**src/rtl/mux_arb_2to1.sv**
```systemverilog
// rtl/mux_arb_2to1.sv - two-requester round-robin arbiter driving a shared 2:1 operand mux into one output register (optional grant lock: ARB_LOCK_EN)
module mux_arb_2to1 #(
    parameter int N = 16
) (
    input  logic         clk,
    input  logic         rstb,
    input  logic         req0_valid,
    input  logic [N-1:0] req0_data,
    input  logic         req0_lock,
    output logic         req0_ready,
    input  logic         req1_valid,
    input  logic [N-1:0] req1_data,
    input  logic         req1_lock,
    output logic         req1_ready,
    output logic         mux_sel,
    output logic         out_valid,
    output logic [N-1:0] out_data,
    output logic         out_src,
    input  logic         out_ready
);

    typedef enum logic {
        EMPTY = 1'b0,
        FULL  = 1'b1
    } state_t;

    state_t         state_q, state_d;
    logic [N-1:0]   out_data_q, out_data_d;
    logic           out_src_q, out_src_d;
    logic           last_q, last_d;

    logic           load_en;
    logic           gnt_any;
    logic           gnt_idx;
    logic           xfer;
    logic [N-1:0]   mux_word;

`ifdef ARB_LOCK_EN
    logic           locked_q, locked_d;
    logic           owner_q, owner_d;
    logic           owner_valid;

    assign owner_valid = owner_q ? req1_valid : req0_valid;
`else
    logic           unused_lock;

    assign unused_lock = req0_lock | req1_lock;
`endif

    // Grant: lone requester wins, contention goes to the one that did not win last
    always_comb begin
        gnt_any = req0_valid | req1_valid;
        gnt_idx = last_q;
        if (req0_valid && req1_valid) begin
            gnt_idx = ~last_q;
        end else if (req1_valid) begin
            gnt_idx = 1'b1;
        end else if (req0_valid) begin
            gnt_idx = 1'b0;
        end
`ifdef ARB_LOCK_EN
        if (locked_q && owner_valid) begin
            gnt_idx = owner_q;
        end
`endif
    end

    // Ready is gated by rstb so nothing is accepted while reset is held
    assign load_en    = (state_q == EMPTY) || out_ready;
    assign mux_sel    = gnt_idx;
    assign mux_word   = mux_sel ? req1_data : req0_data;
    assign req0_ready = rstb && load_en && gnt_any && (gnt_idx == 1'b0);
    assign req1_ready = rstb && load_en && gnt_any && (gnt_idx == 1'b1);
    assign xfer       = req0_ready | req1_ready;

    assign out_valid  = (state_q == FULL);
    assign out_data   = out_data_q;
    assign out_src    = out_src_q;

    // Output slot FSM and capture of the granted word
    always_comb begin
        state_d    = state_q;
        out_data_d = out_data_q;
        out_src_d  = out_src_q;
        last_d     = last_q;
        case (state_q)
            EMPTY:   if (xfer) state_d = FULL;
            FULL:    if (out_ready && !xfer) state_d = EMPTY;
            default: state_d = EMPTY;
        endcase
        if (xfer) begin
            out_data_d = mux_word;
            out_src_d  = gnt_idx;
            last_d     = gnt_idx;
        end
    end

`ifdef ARB_LOCK_EN
    // Lock follows the lock bit of each transfer and drops once the owner goes idle
    always_comb begin
        locked_d = locked_q;
        owner_d  = owner_q;
        if (xfer) begin
            locked_d = gnt_idx ? req1_lock : req0_lock;
            owner_d  = gnt_idx;
        end else if (locked_q && !owner_valid) begin
            locked_d = 1'b0;
        end
    end

    // Lock state register
    always_ff @(posedge clk or negedge rstb) begin
        if (!rstb) begin
            locked_q <= 1'b0;
            owner_q  <= 1'b0;
        end else begin
            locked_q <= locked_d;
            owner_q  <= owner_d;
        end
    end
`endif

    // State and output registers; last resets to 1 so req0 wins first contention
    always_ff @(posedge clk or negedge rstb) begin
        if (!rstb) begin
            state_q    <= EMPTY;
            out_data_q <= '0;
            out_src_q  <= 1'b0;
            last_q     <= 1'b1;
        end else begin
            state_q    <= state_d;
            out_data_q <= out_data_d;
            out_src_q  <= out_src_d;
            last_q     <= last_d;
        end
    end

endmodule

```
**config.mk**
```make
export PLATFORM = sky130hd
export DESIGN_NAME = mux_arb_2to1
export DESIGN_NICKNAME = d
export VERILOG_FILES = /design/src/rtl/mux_arb_2to1.sv
export SDC_FILE = /design/constraint.sdc
export NUM_CORES = 1
export LEC_CHECK = 0
export ABC_AREA = 1
export CORE_MARGIN = 10
export CORE_UTILIZATION = 32
export DETAILED_ROUTE_END_ITERATION = 12
export PLACE_DENSITY = 0.69
export RECOVER_POWER = 100
export SETUP_SLACK_MARGIN = 0.05
export SYNTH_ARGS = -nofsm -noshare
export SYNTH_HDL_FRONTEND = slang
export SYNTH_SLANG_ARGS = --single-unit
```
**constraint.sdc**
```tcl
create_clock -name clk -period 1.85 [get_ports clk]
set_input_delay 0.185 -clock clk [delete_from_list [all_inputs] [get_ports clk]]
set_output_delay 0.185 -clock clk [all_outputs]
set_load 0.01 [all_outputs]
```
==> results.toml <==
[placed_design]
routabilityCongestion = 0.727
port_buffers = 57
dp_cells = 245
post_dp_cell_area_sq_um = 1670
dp_hpwl_mm = 2.77

[timing]
period_share = 0.902
setup-tns-final_ns = 0
hold_viol = 0
fmax_mhz = 599
fin_skew_ns = 0.000486
maxSlewViolCount = 0
fin_crit_ns = 1.67
holdWs_ns = 0.484
rsz0062_at_grt = "no"
slew_headroom = 0.313
worst_pin_slew_ns = 1.03
setup_viol = 0

[min_path]
min_to = "out_data[5]$_DFFE_PN0P_"
min_path_type = "flop to flop"
min_from = "out_data[5]$_DFFE_PN0P_"
hold_path_depth = 2

[global_route]
grt.overflow.total = 0
grt_pass1_wl_mm = 5.71
grt_max_degree = 20
grt_pass1_vias = 1159
grt_usage = 0.116
antenna_found_initial = 0

[cells_and_area]
num-nets-final = 247
layout-drive-gt1-share = 0.0966
areaGrowthSynthToFinish_pct = 60.5
final_area_sq_um = 1700
n_antenna_cell = 0
fill_cells = 339
final_cells = 251

[route]
drt_iter0_drc = 33
wire_per_inst_um = 14.3
drc_errors = 0
ant_nets = 0
first_pass_iters = 4
routed_via_density = 4.50
wl_mm = 3.59
num_vias = 1130

[worst_setup_path]
max_stage_delay_ns = 0.57
reg2reg_from = "out_valid$_DFF_PN0_"
path_cells = "inv_2, nand2_1, nand2_1, nand2_1, inv_1, dlygate4sd2_1"
worstPathRequired_ns = 1.66
critPathSlowestCell = "dfstp_2"
startpoint_type = "flop"
crit_type = "flop to output pin"
r2r_end = "out_data[13]$_DFFE_PN0P_"
cpMostUsedCell = "nand2_1"
rrSetupSlack_ns = 0.45
path_max_fanout = 3
worst_setup_path_end_kind = "output pin"
cp.buffers_inverters = 3
critPathTopFamily = "flip-flops"
rr_worst_depth = 7
crit_arrival_ns = 1.48

[die]
dieArea_sq_um = 6010
core.rowCount = 20
ios = 60
die_w_um = 77.5
start_util = 0.341
core_sq_um = 3100
die_h_um = 77.5

[synth]
synth-seq-cells = 19
synth_warnings = 0
syn_nets = 183
netlist_area_sq_um = 1060
synth_cells = 144
ys_seq_area_frac = 0.450
synth_cell_types = 16
syn_avg_cell_area_sq_um = 7.35

[clocking]
clock_latency_ns = 0.29
path_clk_slew_ns = 0.11
root_buffer = "clkbuf_4"
cts_tree = "built"
cts_sinks = 19
cts_buffer_depth = 2
h-tree-depth = 1
cts_made_buffers = 3

[power_and_ir_drop]
peakVddDrop_mv = 0.345
leakage_nw = 0.897
powerDensity_nw_per_um2 = 827

[run_status]
outcome = "finished, final reports clean"

[job]
cap_violations = 0
==> cells in the mapped netlist <==
master | number | share of area
inv_2 | 2 | 0.0071
nand2_4 | 2 | 0.021
inv_1 | 5 | 0.018
nor2_2 | 1 | 0.0059
nor2_1 | 1 | 0.0035
dfrtp_1 | 18 | 0.43
nand3_1 | 32 | 0.15
buf_2 | 1 | 0.0047
buf_4 | 2 | 0.014
dfstp_2 | 1 | 0.025
nand2_1 | 71 | 0.25
buf_6 | 2 | 0.021
buf_8 | 1 | 0.014
o21ai_2 | 1 | 0.0083
nor2_4 | 1 | 0.011
nand2_2 | 3 | 0.018
==> power breakdown <==
group	internal, W	switching, W	leakage, nW
Clock	0.0000804	0.000127	0.0177
Sequential	0.000515	0.0000517	0.233
Combinational	0.000312	0.000319	0.647
Total	0.000907	0.000497	0.897
==> worst min-delay path: stages, from the launching register on <==
cell,delay [ns]
dfrtp_1,0.36
nand2_1,0.05
nand2_1,0.05
==> worst max path at each step <==
stage,startpoint,to,cells past startpoint
4_1_cts,last_q$_DFFE_PN1P_,req1_ready,6
2_1_floorplan,last_q$_DFFE_PN1P_,req0_ready,4
3_3_place_gp,req0_valid,req1_ready,6
6_report,last_q$_DFFE_PN1P_,req1_ready,6
3_5_place_dp,req0_valid,req0_ready,6
5_1_grt,last_q$_DFFE_PN1P_,req1_ready,6
==> logic make-up after synthesis <==
kind of cell	synth area share
AO/OA/AOI/OAI	0.00828
buffers and inverters	0.0792
flip-flops	0.450
AND/OR/NAND/NOR	0.462
==> sequential cells by signal, summed over array words and instances (netlist names) <==
name       cells
out_data      16
last_q         1
out_src        1
out_valid      1
==> stage by stage <==
| step | power [W] | setup WS (ns) | utilization |
|---|---|---|---|
| floorplan | 0.000895 | 0.609 | - |
| global placement | 0.00124 | 0.0831 | 0.539 |
| detailed placement | 0.00126 | 0.0736 | 0.539 |
| CTS | 0.00147 | 0.159 | 0.549 |
| global route | 0.00152 | 0.0278 | 0.548 |
| finish | 0.00140 | 0.181 | 0.548 |
==> area by class of cell <==
class | count | area (sq um) | area share
clock inverters | 1 | 5.00 | 0.00295
flip-flops and latches | 19 | 477 | 0.281
clock buffers | 3 | 22.5 | 0.0133
well taps | 44 | 55.1 | 0.0324
inverters | 7 | 26.3 | 0.0155
repair buffers | 65 | 621 | 0.365
multi-input cells | 112 | 493 | 0.290
==> cell usage in the layout (no fill, tap or decap), drive strengths merged <==
cell type / n
nor2: 3
clkinv: 1
o21ai: 1
buf: 6
dlygate4sd3: 19
nand3: 32
dfstp: 1
dlygate4sd2: 3
nand2: 76
dfrtp: 18
clkdlybuf4s50: 35
clkbuf: 5
inv: 7
==> layer usage <==
layer  up-vias  global-route usage  part of all wire
li1        583                   -                 -
met1       518               0.122              0.39
met2        27               0.212              0.55
met3         2              0.0311             0.051
met4         0              0.0493            0.0095
met5         -                   0                 0
==> what timing repair did <==
action	4_1_cts	5_1_grt
endpoints found under the setup margin	3	1
hold buffers	0	0
gates resized for setup	3	0
buffers inserted	1	1
pin swaps	0	1
endpoints found under the hold margin	0	0
(Power assumes the default switching activity.)
